### src/rtl/mult_accumulator_pkg.sv
// Shared types and width helpers for the multiply-accumulate stage.
package mult_accumulator_pkg;

  typedef enum logic [1:0] {
    IDLE  = 2'd0,
    ACCUM = 2'd1,
    HOLD  = 2'd2
  } state_e;

  function automatic int acc_width(input int size, input int guard);
    return 2 * size + guard;
  endfunction

endpackage

### src/rtl/mult_acc_ctrl.sv
// Sequencing for the accumulator: run FSM, product down-counter, handshake flags.
module mult_acc_ctrl
  import mult_accumulator_pkg::*;
#(
  parameter int COUNT_W = 8
) (
  input  logic               Clock,
  input  logic               Reset,
  input  logic               start_i,
  input  logic [COUNT_W-1:0] length_i,
  input  logic               prod_valid_i,
  input  logic               acc_ready_i,
  output logic               prod_ready_o,
  output logic               acc_valid_o,
  output logic               busy_o,
  output logic [COUNT_W-1:0] count_o,
  output logic               accept_o,
  output logic               clear_o
);

  state_e             state_q;
  logic [COUNT_W-1:0] count_q;
  logic               ready_q;
  logic               valid_q;
  logic               busy_q;

  // NOTE: accept and clear are combinational strobes, but they only feed
  // internal registers; every port-level output below comes from a flop.
  assign accept_o = prod_valid_i & ready_q;
  assign clear_o  = start_i & (state_q == IDLE);

  assign prod_ready_o = ready_q;
  assign acc_valid_o  = valid_q;
  assign busy_o       = busy_q;
  assign count_o      = count_q;

  // NOTE: all state is updated with non-blocking assignments so every flop
  // samples the pre-edge values regardless of statement order.
  always_ff @(posedge Clock) begin
    if (Reset) begin
      state_q <= IDLE;
      count_q <= '0;
      ready_q <= 1'b0;
      valid_q <= 1'b0;
      busy_q  <= 1'b0;
    end else begin
      unique case (state_q)
        IDLE: begin
          if (start_i) begin
            busy_q <= 1'b1;
            if (length_i != '0) begin
              count_q <= length_i;
              ready_q <= 1'b1;
              state_q <= ACCUM;
            end else begin
              valid_q <= 1'b1;
              state_q <= HOLD;
            end
          end
        end
        ACCUM: begin
          if (accept_o) begin
            count_q <= count_q - COUNT_W'(1);
            if (count_q == COUNT_W'(1)) begin
              ready_q <= 1'b0;
              valid_q <= 1'b1;
              state_q <= HOLD;
            end
          end
        end
        HOLD: begin
          if (acc_ready_i) begin
            valid_q <= 1'b0;
            busy_q  <= 1'b0;
            state_q <= IDLE;
          end
        end
        default: begin
          ready_q <= 1'b0;
          valid_q <= 1'b0;
          busy_q  <= 1'b0;
          state_q <= IDLE;
        end
      endcase
    end
  end

endmodule

### src/rtl/mult_accumulator.sv
// Accumulates a programmed number of unsigned products into a wide sum with
// a sticky wrap flag; sequencing lives in mult_acc_ctrl.
module mult_accumulator
  import mult_accumulator_pkg::*;
#(
  parameter  int SIZE      = 16,
  parameter  int ACC_GUARD = 8,
  parameter  int COUNT_W   = 8,
  localparam int ACC_W     = acc_width(SIZE, ACC_GUARD)
) (
  input  logic               Clock,
  input  logic               Reset,
  input  logic               iStart,
  input  logic [COUNT_W-1:0] iLength,
  input  logic               iProdValid,
  input  logic [2*SIZE-1:0]  iProduct,
  output logic               oProdReady,
  output logic               oAccValid,
  output logic [ACC_W-1:0]   oAcc,
  input  logic               iAccReady,
  output logic               oOverflow,
  output logic               oBusy,
  output logic [COUNT_W-1:0] oCount
);

  logic             accept;
  logic             clear;
  logic [ACC_W-1:0] acc_q;
  logic             ovf_q;
  logic [ACC_W:0]   sum_w;

  mult_acc_ctrl #(.COUNT_W(COUNT_W)) u_ctrl (
    .Clock        (Clock),
    .Reset        (Reset),
    .start_i      (iStart),
    .length_i     (iLength),
    .prod_valid_i (iProdValid),
    .acc_ready_i  (iAccReady),
    .prod_ready_o (oProdReady),
    .acc_valid_o  (oAccValid),
    .busy_o       (oBusy),
    .count_o      (oCount),
    .accept_o     (accept),
    .clear_o      (clear)
  );

  // One extra bit captures the carry out of the accumulator MSB.
  assign sum_w = (ACC_W + 1)'(acc_q) + (ACC_W + 1)'(iProduct);

  always_ff @(posedge Clock) begin
    if (Reset) begin
      acc_q <= '0;
      ovf_q <= 1'b0;
    end else if (clear) begin
      acc_q <= '0;
      ovf_q <= 1'b0;
    end else if (accept) begin
      acc_q <= sum_w[ACC_W-1:0];
      if (sum_w[ACC_W]) ovf_q <= 1'b1;
    end
  end

  assign oAcc      = acc_q;
  assign oOverflow = ovf_q;

endmodule

### config.mk
export PLATFORM = sky130hd
export DESIGN_NAME = mult_accumulator
export DESIGN_NICKNAME = d
export VERILOG_FILES = /design/src/rtl/mult_accumulator_pkg.sv /design/src/rtl/mult_acc_ctrl.sv /design/src/rtl/mult_accumulator.sv
export SDC_FILE = /design/constraint.sdc
export NUM_CORES = 1
export LEC_CHECK = 0
export ABC_AREA = 1
export BUFFER_PORTS_ARGS = -buffer_cell sky130_fd_sc_hd__buf_4
export CORE_UTILIZATION = 30
export CTS_CLUSTER_DIAMETER = 150
export DETAILED_ROUTE_END_ITERATION = 6
export GPL_ROUTABILITY_DRIVEN = 0
export HOLD_SLACK_MARGIN = 0.12
export SETUP_SLACK_MARGIN = 0.5
export SLEW_MARGIN = 10
export SYNTH_ARGS = -nofsm -noshare
export SYNTH_HDL_FRONTEND = slang
export SYNTH_SLANG_ARGS = --single-unit
export TNS_END_PERCENT = 30
### constraint.sdc
create_clock -name Clock -period 1.9 [get_ports Clock]
set_input_delay 0.38 -clock Clock [delete_from_list [all_inputs] [get_ports Clock]]
set_output_delay 0.38 -clock Clock [all_outputs]
set_load 0.01 [all_outputs]
==> results of run 1 <==
-- kinds of logic after synthesis --
group	after synthesis
compound gates	100
xor+xnor	16
fa+ha+maj	35
buf+inv	186
flops	54
simple gates	517
-- worst register-to-register path, delay by kind of cell, from the launching register on --
| family | cells | cell delay [ns] |
|---|---|---|
| AO/OA/AOI/OAI | 1 | 0.13 |
| flip-flops | 1 | 0.36 |
| AND/OR/NAND/NOR | 10 | 0.76 |
| adder cells (fa/ha/maj) | 2 | 0.47 |
| buffers and inverters | 2 | 0.11 |
-- final timing paths --
kind,slack (ns),depth (start not counted),to,start
max,0.004,15,oAcc[32],oAcc[0]
min,0.30,2,u_ctrl.count_o[5],Reset
max reg2reg,0.004,15,oAcc[32],oAcc[0]
min reg2reg,0.46,2,oOverflow,oOverflow
-- layout by cell type, fill, tap and decap left out, types with 10 or more instances in the layout --
master / n
sky130_fd_sc_hd__a21oi_1: 34
sky130_fd_sc_hd__a21oi_2: 11
sky130_fd_sc_hd__buf_4: 185
sky130_fd_sc_hd__dfxtp_1: 29
sky130_fd_sc_hd__dfxtp_2: 19
sky130_fd_sc_hd__ha_4: 31
sky130_fd_sc_hd__inv_1: 155
sky130_fd_sc_hd__inv_2: 15
sky130_fd_sc_hd__nand2_1: 201
sky130_fd_sc_hd__nand2_2: 70
sky130_fd_sc_hd__nand2_4: 19
sky130_fd_sc_hd__nand3_1: 41
sky130_fd_sc_hd__nand3_2: 12
sky130_fd_sc_hd__nand3_4: 10
sky130_fd_sc_hd__nor2_1: 111
sky130_fd_sc_hd__nor2_2: 18
sky130_fd_sc_hd__nor2_4: 13
sky130_fd_sc_hd__o21ai_0: 24
sky130_fd_sc_hd__xor2_1: 14
-- cells in the mapped netlist --
library cell / instances
sky130_fd_sc_hd__o21bai_1: 3
sky130_fd_sc_hd__dfxtp_1: 54
sky130_fd_sc_hd__a21oi_2: 1
sky130_fd_sc_hd__o21ai_0: 32
sky130_fd_sc_hd__buf_1: 5
sky130_fd_sc_hd__nor3_2: 3
sky130_fd_sc_hd__ha_1: 34
sky130_fd_sc_hd__buf_2: 3
sky130_fd_sc_hd__a21o_1: 2
sky130_fd_sc_hd__and3_1: 1
sky130_fd_sc_hd__nand3_2: 5
sky130_fd_sc_hd__nand2_2: 10
sky130_fd_sc_hd__nor2_2: 7
sky130_fd_sc_hd__fa_1: 1
sky130_fd_sc_hd__o21ai_1: 2
sky130_fd_sc_hd__xnor2_1: 1
sky130_fd_sc_hd__nand2_1: 280
sky130_fd_sc_hd__a31oi_1: 3
sky130_fd_sc_hd__nor4_1: 2
sky130_fd_sc_hd__o31ai_1: 1
sky130_fd_sc_hd__nor4_2: 1
sky130_fd_sc_hd__nand3_1: 58
sky130_fd_sc_hd__o211ai_1: 3
sky130_fd_sc_hd__or2_2: 2
sky130_fd_sc_hd__o221ai_1: 1
sky130_fd_sc_hd__inv_2: 7
sky130_fd_sc_hd__a221oi_1: 1
sky130_fd_sc_hd__o21bai_2: 1
sky130_fd_sc_hd__a21oi_1: 48
sky130_fd_sc_hd__a211oi_1: 2
sky130_fd_sc_hd__inv_1: 165
sky130_fd_sc_hd__nand4_1: 5
sky130_fd_sc_hd__nor2_1: 135
sky130_fd_sc_hd__xor2_1: 15
sky130_fd_sc_hd__clkbuf_1: 6
sky130_fd_sc_hd__nor3_1: 8
-- repair_timing --
action / in CTS / in global routing
gates resized for setup: 83 / 176
hold buffers: 0 / 0
endpoints found under the setup margin: 48 / 52
pin swaps: 23 / 63
cloned: 0 / 0
setup buffers: 16 / 11
-- state kept, by name, indices dropped and copies added, names as in the netlist --
signal,flops
u_ctrl.acc_valid_o,1
u_ctrl.prod_ready_o,1
oOverflow,1
u_ctrl.count_o,8
u_ctrl.busy_o,1
oAcc,40
u_ctrl.state_q,2
-- final cells by class --
type | instances | share of cell area, %
Inverter | 172 | 8.03
Multi-Input combinational cell | 668 | 54.4
Sequential cell | 54 | 13.9
Timing Repair Buffer | 193 | 18.5
Clock inverter | 3 | 0.293
Clock buffer | 5 | 1.54
Tap cell | 220 | 3.40
-- layer usage --
metal,wire (um),GRT usage [%],up-vias
met1,7610,23.5,2722
met5,0,0,-
li1,-,-,3176
met2,8190,32.1,133
met4,386,7.04,0
met3,880,3.42,22
-- stage by stage --
| step | hold slack (ns) | util (%) |
|---|---|---|
| 2_1_floorplan | 0.474 | - |
| 3_3_place_gp | 0.460 | 40.6 |
| 3_5_place_dp | 0.456 | 40.6 |
| 4_1_cts | 0.293 | 44.8 |
| 5_1_grt | 0.302 | 49.0 |
| 6_report | 0.305 | 49.0 |
-- power by group --
part	internal, W	switching, W
Sequential	0.00122	0.0000979
Combinational	0.000874	0.00109
Clock	0.000499	0.000498
==> run_results.csv, run 1 <==
group,metric,value,unit
outcome,outcome,"finished clean",
cells_and_area,syn_to_final_growth,60.0,%
timing,tightestPinTransition,0.419,ns
logic_synthesis,synth_top_family_by_area,"simple AND/OR/NAND/NOR gates",
placement,placed_cells_incl_taps,1280,
clocking,clockBufferDepth,2,
detailed_routing,ant_nets,0,
timing,final.setup.tns,0,ns
worst_setup_path,critical_path.top_delay_family,"simple AND/OR/NAND/NOR gates",
logic_synthesis,synth_seq_area_share,21.3,%
floorplanning,core,16500,um^2
clocking,cts_htree_levels,2,
global_routing,wire_length_of_the_first_global_routing_pass,26600,um
worst_setup_path,startpoint_type,"flip-flop",
logic_synthesis,synthDominantAreaCellType,"sky130_fd_sc_hd__dfxtp_1",
timing,rsz0062_at_grt,"true",
logic_synthesis,synth.lib_cells_used.distinct,36,
timing,maximum_operating_frequency,527,MHz
clocking,cts_tree,"done",
logic_synthesis,netlist_area,5070,um^2
detailed_routing,routed-via-count,6053,
logic_synthesis,adder_and_majority_gate_portion_of_the_synthesized_area,8.79,%
placement,post_dp_cell_area,6720,um^2
detailed_routing,avgViaCountPerCell,4.60,
logic_synthesis,multiplexer_share_of_the_synthesized_area,0,%
floorplanning,floorplan.rows,47,
cells_and_area,final_net_count,1174,
worst_setup_path,critPathMaxStageDelay,0.36,ns
clocking,worstSkewPairLatency,0.31,ns
min_path,hold_path.class,"in -> reg",
timing,post-route-period-util,99.8,%
timing,skew,0.00746,ns
logic_synthesis,synthXorXnorAreaFrac,2.77,%
global_routing,antenna_found_initial,0,
flow_run,max_capacitance_violation_total,0,
clocking,clock_tree.root_cell,"sky130_fd_sc_hd__clkbuf_16",
worst_setup_path,setup.worst_path.end_class,"flip-flop",
cells_and_area,multiInputGateArea,4410,um^2
detailed_routing,drt-pass1-iter-count,5,
detailed_routing,drt-initial-drc-count,342,
power_and_ir_drop,post-layout-total-power,0.00428,W
logic_synthesis,synth_compound_gate_area_share,10.8,%
timing,maxSlewHeadroom,72.1,%
logic_synthesis,yosys-top-cells-area,"sky130_fd_sc_hd__dfxtp_1, sky130_fd_sc_hd__nand2_1, sky130_fd_sc_hd__inv_1",
logic_synthesis,ys_seq_elements,54,
power_and_ir_drop,irDropWorstVdd,0.000387,V
detailed_routing,route.detailed.wl_per_inst,13.0,um
power_and_ir_drop,pwr_density_cell,528,nW/um^2
power_and_ir_drop,leakagePower,4.20,nW
logic_synthesis,post_synth_inst_count,908,
timing,finalSetupViolCount,0,
clocking,cts.sink_count,54,
detailed_routing,postRouteWirelength,17100,um
logic_synthesis,synth_simple_gate_area_share,42.4,%
cells_and_area,ant_cells,0,
cells_and_area,area.sequential,1130,um^2
logic_synthesis,yosys_warnings,0,
placement,detailedPlace.worstSlack,-0.229,ns
cells_and_area,layoutNonFillerInstCount,1315,
global_routing,total_track_usage,18.8,%
timing,drv_slew,0,
worst_setup_path,cp.buffers_inverters,2,
worst_setup_path,criticalPathCategory,"reg -> reg",
global_routing,overflow,0,
clocking,worst_setup_hold_path_clk_slew,0.08,ns
placement,placement.io_buffers,96,
worst_setup_path,cp_cell_sequence,"ha_4 -> inv_2 -> fa_2 -> inv_2 -> nand2_2 -> nand2_2 -> nand3_2 -> nand2_2 -> nand2_2 -> nand2_4 -> nand2_2 -> nand2_4 -> nand2_2 -> o21ai_1 -> nor2_1",
clocking,cts_inserted_buffers,5,
worst_setup_path,critical-path-slowest-cell,"sky130_fd_sc_hd__dfxtp_4",
worst_setup_path,required,2.11,ns
logic_synthesis,yosysTopAreaCellShare,21.3,%
timing,timing.final.ws_setup,0.00400,ns
worst_setup_path,worst_ep_arrival_time,2.11,ns
timing,hold_viol_final,0,
floorplanning,initial_utilization,30.7,%
floorplanning,die_area,17400,um^2
worst_setup_path,critical-path-top-cell-by-count,"sky130_fd_sc_hd__nand2_2",
cells_and_area,design_area,8110,um^2
floorplanning,die_w,132,um
cells_and_area,fillCellCount,1641,
logic_synthesis,post_synth.cell_area_avg,5.58,um^2
worst_setup_path,worstPathMaxFanout,5,
timing,layout_min_cycle_time,1.90,ns
floorplanning,die_h,132,um
global_routing,via_count_of_the_first_global_routing_pass,5524,
cells_and_area,drive_gt1_share,40.8,%
logic_synthesis,synth_fp_nets,988,
placement,post-dp-hpwl,12600,um
detailed_routing,post-route-drc-count,0,
floorplanning,top_level_ports,97,
global_routing,largest_net_degree_at_the_start_of_global_routing,64,
Power figures use the tool's default switching activity.
==> inputs of run 2 (changes only) <==
--- a/config.mk
+++ b/config.mk
@@ -7,11 +7,13 @@
 export LEC_CHECK = 0
 export ABC_AREA = 1
 export BUFFER_PORTS_ARGS = -buffer_cell sky130_fd_sc_hd__buf_4
+export CORE_MARGIN = 1.5
 export CORE_UTILIZATION = 30
+export CTS_BUF_LIST = sky130_fd_sc_hd__clkbuf_4 sky130_fd_sc_hd__clkbuf_8
 export CTS_CLUSTER_DIAMETER = 150
 export DETAILED_ROUTE_END_ITERATION = 6
 export GPL_ROUTABILITY_DRIVEN = 0
-export HOLD_SLACK_MARGIN = 0.12
+export HOLD_SLACK_MARGIN = 0.08
 export SETUP_SLACK_MARGIN = 0.5
 export SLEW_MARGIN = 10
 export SYNTH_ARGS = -nofsm -noshare
==> run_results.csv, run 2 (synthesis results as in run 1) <==
group,metric,value,unit
outcome,outcome,"finished clean",
floorplanning,initial_utilization,30.7,%
power_and_ir_drop,pwr_density_cell,498,nW/um^2
global_routing,antenna_found_initial,0,
cells_and_area,largest_register_ffs,40,
clocking,postCtsHoldBufs,0,
worst_setup_path,worstPathMaxFanout,5,
timing,tightestPinTransition,0.400,ns
worst_setup_path,critical-path-top-cell-by-count,"sky130_fd_sc_hd__nand2_4",
power_and_ir_drop,post-layout-total-power,0.00399,W
cells_and_area,final_net_count,1170,
timing,layout_min_cycle_time,1.88,ns
timing,timing.hold.ws,0.262,ns
global_routing,overflow,0,
flow_run,max_capacitance_violation_total,0,
power_and_ir_drop,power_frac_comb,48.6,%
detailed_routing,post-route-drc-count,0,
global_routing,total_track_usage,19.0,%
worst_setup_path,setup.worst_path.end_class,"flip-flop",
clocking,cts_htree_levels,2,
worst_setup_path,cp_cell_sequence,"ha_4 -> inv_2 -> fa_2 -> inv_2 -> nand2_2 -> nand2_2 -> nand3_2 -> nand2_4 -> nand2_4 -> nand2_4 -> nand2_4 -> nand2_4 -> nand2_2 -> o21ai_1 -> nor2_1",
detailed_routing,routed-via-count,6045,
clocking,worst_setup_hold_path_clk_slew,0.11,ns
worst_setup_path,required,2.15,ns
cells_and_area,ant_cells,0,
global_routing,via_count_of_the_first_global_routing_pass,5750,
worst_setup_path,worst_ep_arrival_time,2.13,ns
min_path,hold_path.class,"in -> reg",
cells_and_area,finish.utilization,48.5,%
detailed_routing,avgViaCountPerCell,4.61,
detailed_routing,drt-pass1-iter-count,5,
floorplanning,core,16500,um^2
global_routing,largest_net_degree_at_the_start_of_global_routing,64,
floorplanning,die_area,17700,um^2
clocking,clock_tree.root_cell,"sky130_fd_sc_hd__clkbuf_8",
floorplanning,die_w,133,um
clocking,cts.sink_count,54,
power_and_ir_drop,netSwitchingPower,0.00165,W
timing,maxSlewHeadroom,73.3,%
power_and_ir_drop,p_sw_share,41.3,%
worst_setup_path,criticalPathCategory,"reg -> reg",
detailed_routing,ant_nets,0,
power_and_ir_drop,pwr-share-seq,33.1,%
timing,final.setup.tns,0,ns
cells_and_area,top_library_cells_by_usage_in_the_layout_fill_and_taps_aside,"sky130_fd_sc_hd__nand2_1, sky130_fd_sc_hd__buf_4, sky130_fd_sc_hd__inv_1",
power_and_ir_drop,leakagePower,4.23,nW
cells_and_area,drive_gt1_share,41.2,%
clocking,cts_tree,"done",
detailed_routing,postRouteWirelength,17000,um
placement,post_dp_cell_area,6700,um^2
power_and_ir_drop,irDropWorstVdd,0.000304,V
worst_setup_path,critPathMaxStageDelay,0.37,ns
power_and_ir_drop,p_int,0.00234,W
cells_and_area,design_area,8020,um^2
timing,maximum_operating_frequency,532,MHz
floorplanning,die_h,133,um
power_and_ir_drop,clock_power_share,18.4,%
timing,skew,0.0100,ns
worst_setup_path,critical_path.top_delay_family,"simple AND/OR/NAND/NOR gates",
global_routing,wire_length_of_the_first_global_routing_pass,27300,um
cells_and_area,final_common_cell,"sky130_fd_sc_hd__nand2_1",
timing,post-route-period-util,98.9,%
detailed_routing,drt-initial-drc-count,209,
worst_setup_path,startpoint_type,"flip-flop",
clocking,worstSkewPairLatency,0.34,ns
clocking,cts_inserted_buffers,5,
timing,hold_viol_final,0,
timing,rsz0062_at_grt,"true",
worst_setup_path,cp.buffers_inverters,2,
cells_and_area,syn_to_final_growth,58.2,%
timing,drv_slew,0,
floorplanning,floorplan.rows,47,
floorplanning,top_level_ports,97,
clocking,clockBufferDepth,2,
timing,finalSetupViolCount,0,
placement,post-dp-hpwl,12700,um
worst_setup_path,critical-path-slowest-cell,"sky130_fd_sc_hd__dfxtp_4",
placement,placement.io_buffers,96,
detailed_routing,route.detailed.wl_per_inst,13.0,um
[run 2: cell types whose count changed in the layout (fill, tap and decap cells not counted), sizes merged]
cell	change
buf	-4
clkinv	+2
inv	-2
[run 2: per-layer routing]
layer	track usage (%)	up-vias	wire (um)
met5	0	-	0
met4	6.72	0	492
met3	4.41	31	882
met2	32.0	130	8080
met1	23.6	2713	7570
li1	-	3171	-
[run 2: worst paths after layout]
| check | end | cells past startpoint | slack [ns] | startpoint |
|---|---|---|---|---|
| setup / recovery | oAcc[32] | 15 | 0.02 | oAcc[0] |
| hold / removal | u_ctrl.count_o[5] | 2 | 0.26 | Reset |
| setup reg to reg | oAcc[32] | 15 | 0.02 | oAcc[0] |
| hold reg to reg | oOverflow | 2 | 0.47 | oOverflow |
[run 2: final cells by class]
type / count / area (um^2)
clock buffers: 5 / 68.8
clock inverters: 3 / 26.3
fillers: 1667 / 8510
inverters: 172 / 651
multi-input cells: 668 / 4420
flip-flops and latches: 54 / 1130
well taps: 220 / 275
repair buffers: 189 / 1440
[run 2: per-stage QoR]
stage / std cells / setup slack, ns
after floorplan: 908 / 0.0570
after global placement: 1279 / -0.200
after detailed placement: 1279 / -0.231
after CTS: 1303 / 0.0393
after global routing: 1311 / -0.119
final: 1311 / 0.0200
[run 2: timing repair]
action / 4_1_cts / 5_1_grt
buffers inserted: 16 / 8
gates resized for setup: 121 / 142
pin swaps: 33 / 50
endpoints found under the setup margin: 49 / 57
cloned: 0 / 0
[run 2: power groups by stage]
stage               sequential [W]  clock, W  combinational [W]
global placement           0.00133         0            0.00155
global route               0.00133  0.000801            0.00214
detailed placement         0.00133         0            0.00156
floorplan                  0.00136         0           0.000905
finish                     0.00132  0.000733            0.00194
CTS                        0.00132  0.000780            0.00176
==> inputs of run 3 (changes only) <==
--- a/config.mk
+++ b/config.mk
@@ -5,7 +5,7 @@
 export SDC_FILE = /design/constraint.sdc
 export NUM_CORES = 1
 export LEC_CHECK = 0
-export ABC_AREA = 1
+export ABC_AREA = 0
 export BUFFER_PORTS_ARGS = -buffer_cell sky130_fd_sc_hd__buf_4
 export CORE_MARGIN = 1.5
 export CORE_UTILIZATION = 30
==> constraint.sdc (replaced) <==
create_clock -name Clock -period 1.7 [get_ports Clock]
set_input_delay 0.34 -clock Clock [delete_from_list [all_inputs] [get_ports Clock]]
set_output_delay 0.34 -clock Clock [all_outputs]
set_load 0.01 [all_outputs]
==> run_results.csv, run 3 <==
group,metric,value,unit
power_and_ir_drop,pwr_density_cell,533,nW/um^2
logic_synthesis,synthDominantAreaCellType,"sky130_fd_sc_hd__dfxtp_1",
detailed_routing,avgViaCountPerCell,5.19,
timing,post-route-period-util,135,%
logic_synthesis,yosysTopAreaCellShare,25.7,%
power_and_ir_drop,p_int,0.00276,W
logic_synthesis,netlist_area,4200,um^2
worst_setup_path,cp.buffers_inverters,1,
clocking,cts.sink_count,54,
placement,post_dp_cell_area,6680,um^2
cells_and_area,design_area,7980,um^2
logic_synthesis,post_synth_inst_count,562,
logic_synthesis,synth_seq_area_share,25.7,%
worst_setup_path,worstPathMaxFanout,7,
power_and_ir_drop,clock_power_share,22.7,%
cells_and_area,ant_cells,0,
timing,hold_viol_final,0,
worst_setup_path,timing.rr.end,"oAcc[36]",
logic_synthesis,post_synth.cell_area_avg,7.48,um^2
clocking,clock_tree.root_cell,"sky130_fd_sc_hd__clkbuf_8",
global_routing,via_count_of_the_first_global_routing_pass,5387,
clocking,cts_tree,"done",
clocking,clockBufferDepth,2,
logic_synthesis,synth_simple_gate_area_share,23.3,%
logic_synthesis,yosys_warnings,0,
timing,final.setup.tns,-16.44,ns
placement,placement.io_buffers,96,
worst_setup_path,critical_path.top_delay_family,"compound AO/OA/AOI/OAI gates",
clocking,postCtsHoldBufs,0,
logic_synthesis,ys_seq_elements,54,
global_routing,largest_net_degree_at_the_start_of_global_routing,23,
worst_setup_path,critPathMaxStageDelay,0.37,ns
logic_synthesis,synth_compound_gate_area_share,30.8,%
power_and_ir_drop,p_sw_share,35.1,%
floorplanning,die_w,121,um
worst_setup_path,ff2ff_setup_slack,-0.60,ns
timing,maxSlewHeadroom,71.0,%
detailed_routing,drt-initial-drc-count,295,
worst_setup_path,startpoint_type,"flip-flop",
worst_setup_path,r2r.worst_path.cells,11,
timing,maximum_operating_frequency,436,MHz
cells_and_area,top_library_cells_by_usage_in_the_layout_fill_and_taps_aside,"sky130_fd_sc_hd__buf_4, sky130_fd_sc_hd__nand2_1, sky130_fd_sc_hd__buf_6",
logic_synthesis,synth_top_cells_by_count,"sky130_fd_sc_hd__nand2_1, sky130_fd_sc_hd__a21oi_1, sky130_fd_sc_hd__dfxtp_1",
timing,finalSetupViolCount,36,
cells_and_area,largest_register_ffs,40,
logic_synthesis,adder_and_majority_gate_portion_of_the_synthesized_area,10.6,%
detailed_routing,routed-via-count,5328,
logic_synthesis,multiplexer_share_of_the_synthesized_area,0.476,%
cells_and_area,final_net_count,925,
flow_run,max_capacitance_violation_total,0,
floorplanning,initial_utilization,30.5,%
power_and_ir_drop,power_frac_comb,43.3,%
floorplanning,core,13800,um^2
cells_and_area,drive_gt1_share,57.8,%
timing,timing.hold.ws,0.283,ns
min_path,hold_path.class,"in -> reg",
detailed_routing,ant_nets,0,
cells_and_area,final_common_cell,"sky130_fd_sc_hd__buf_4",
clocking,cts_htree_levels,2,
outcome,violations,"negative setup slack",
detailed_routing,drt-pass1-iter-count,4,
floorplanning,top_level_ports,97,
outcome,outcome,"finished with violations",
cells_and_area,fillCellCount,1232,
timing,timing.final.ws_setup,-0.596,ns
global_routing,antenna_found_initial,0,
logic_synthesis,yosys-top-cells-area,"sky130_fd_sc_hd__dfxtp_1, sky130_fd_sc_hd__ha_1, sky130_fd_sc_hd__a21oi_1",
global_routing,total_track_usage,22.0,%
detailed_routing,route.detailed.wl_per_inst,15.8,um
logic_synthesis,yosysMostFrequentCell,"sky130_fd_sc_hd__nand2_1",
floorplanning,die_area,14700,um^2
detailed_routing,post-route-drc-count,0,
min_path,worstHoldPathCells,2,
floorplanning,floorplan.rows,43,
min_path,holdPathEnd,"u_ctrl.count_o[4]",
detailed_routing,postRouteWirelength,16200,um
logic_synthesis,synth.lib_cells_used.distinct,64,
logic_synthesis,async_reset_ff_share,0,%
floorplanning,die_h,121,um
cells_and_area,syn_to_final_growth,89.7,%
timing,rsz0062_at_grt,"true",
global_routing,wire_length_of_the_first_global_routing_pass,26000,um
logic_synthesis,synth_fp_nets,642,
timing,drv_slew,0,
worst_setup_path,critical-path-slowest-cell,"sky130_fd_sc_hd__dfxtp_4",
timing,layout_min_cycle_time,2.30,ns
power_and_ir_drop,leakagePower,3.45,nW
worst_setup_path,worst_ep_arrival_time,2.55,ns
power_and_ir_drop,netSwitchingPower,0.00149,W
worst_setup_path,criticalPathCategory,"reg -> reg",
logic_synthesis,synthXorXnorAreaFrac,4.58,%
global_routing,overflow,0,
clocking,cts_inserted_buffers,5,
clocking,worstSkewPairLatency,0.34,ns
timing,skew,0.00745,ns
power_and_ir_drop,pwr-share-seq,34.0,%
worst_setup_path,setup.worst_path.end_class,"flip-flop",
timing,tightestPinTransition,0.434,ns
worst_setup_path,cp_cell_sequence,"ha_4 -> inv_2 -> fa_2 -> nor2b_4 -> o31a_1 -> o21ai_2 -> a21o_1 -> a21oi_2 -> o21a_4 -> a31oi_4 -> a41o_1",
worst_setup_path,required,1.95,ns
power_and_ir_drop,irDropWorstVdd,0.000296,V
placement,detailedPlace.worstSlack,-0.829,ns
placement,post-dp-hpwl,11900,um
worst_setup_path,critical_path.reg2reg.startpoint,"oAcc[0]",
min_path,min_from,"Reset",
logic_synthesis,synthFlopType,"sky130_fd_sc_hd__dfxtp_1",
logic_synthesis,post_synth_edffs,0,
clocking,worst_setup_hold_path_clk_slew,0.11,ns
logic_synthesis,synth_top_family_by_area,"compound AO/OA/AOI/OAI gates",
[run 3: cell count changes in the layout (fill, tap and decap cells not counted), sizes merged, moves of 7 or more]
| cell | delta |
|---|---|
| a31oi | +7 |
| nand3 | -38 |
| xnor2 | +10 |
| a211oi | +7 |
| nand2 | -214 |
| nor2b | +8 |
| a21o | +11 |
| buf | +111 |
| and3 | +10 |
| inv | -153 |
| nor2 | -95 |
| a21oi | +24 |
| o21a | +7 |
[run 3: area by class of cell]
| class | count | area (um^2) | area share [%] |
|---|---|---|---|
| inverter | 19 | 76.3 | 0.957 |
| timing repair buffer | 300 | 2530 | 31.7 |
| clock buffer | 6 | 76.3 | 0.957 |
| sequential | 54 | 1150 | 14.4 |
| tap | 180 | 225 | 2.82 |
| clock inverter | 2 | 37.5 | 0.471 |
| multi-input combinational | 465 | 3880 | 48.6 |
[run 3: worst max path at each step]
stage | startpoint | to | slack [ns] | cells past startpoint
after floorplan | iProduct[16] | oAcc[35] | -0.59 | 10
after global placement | iProduct[1] | oAcc[35] | -0.77 | 10
after detailed placement | iProduct[0] | oAcc[36] | -0.83 | 12
after CTS | oAcc[0] | oAcc[30] | -0.65 | 11
after global routing | oAcc[0] | oAcc[38] | -0.71 | 11
final | oAcc[0] | oAcc[36] | -0.60 | 11
[run 3: timing repair]
item                                    in CTS  in global routing
gates cloned                                 0                  0
gates resized for setup                    163                 72
setup buffers                               10                 19
pin swaps                                   85                 67
endpoints found under the setup margin     103                105
[run 3: cell families after synthesis]
family	Yosys count
and+or+nand+nor	210
AOI/OAI and AO/OA	196
DFF	54
buffers and inverters	43
adders and majority gates	35
xor gates and xnor gates	22
muxes	2
[run 3: power groups by stage]
stage	Combinational, W	Sequential (W)	Clock, W
after floorplan	0.000721	0.00146	0
after global placement	0.00145	0.00143	0
after detailed placement	0.00147	0.00143	0
after CTS	0.00171	0.00144	0.000989
after global routing	0.00199	0.00146	0.00104
final	0.00184	0.00145	0.000964
[run 3: through the flow]
| step | cells | util (%) | power (W) |
|---|---|---|---|
| 2_1_floorplan | 562 | - | 0.00218 |
| 3_3_place_gp | 989 | 48.5 | 0.00288 |
| 3_5_place_dp | 989 | 48.5 | 0.00291 |
| 4_1_cts | 1007 | 54.5 | 0.00414 |
| 5_1_grt | 1026 | 57.9 | 0.00448 |
| 6_report | 1026 | 57.9 | 0.00425 |
[run 3: routing by layer]
metal  track usage, %  up-vias  share of wire, %
li1                 -     2634                 -
met1             27.2     2567                43
met2             38.7      107                52
met3             3.34       20               3.5
met4             7.35        0               1.7
met5                0        -                 0
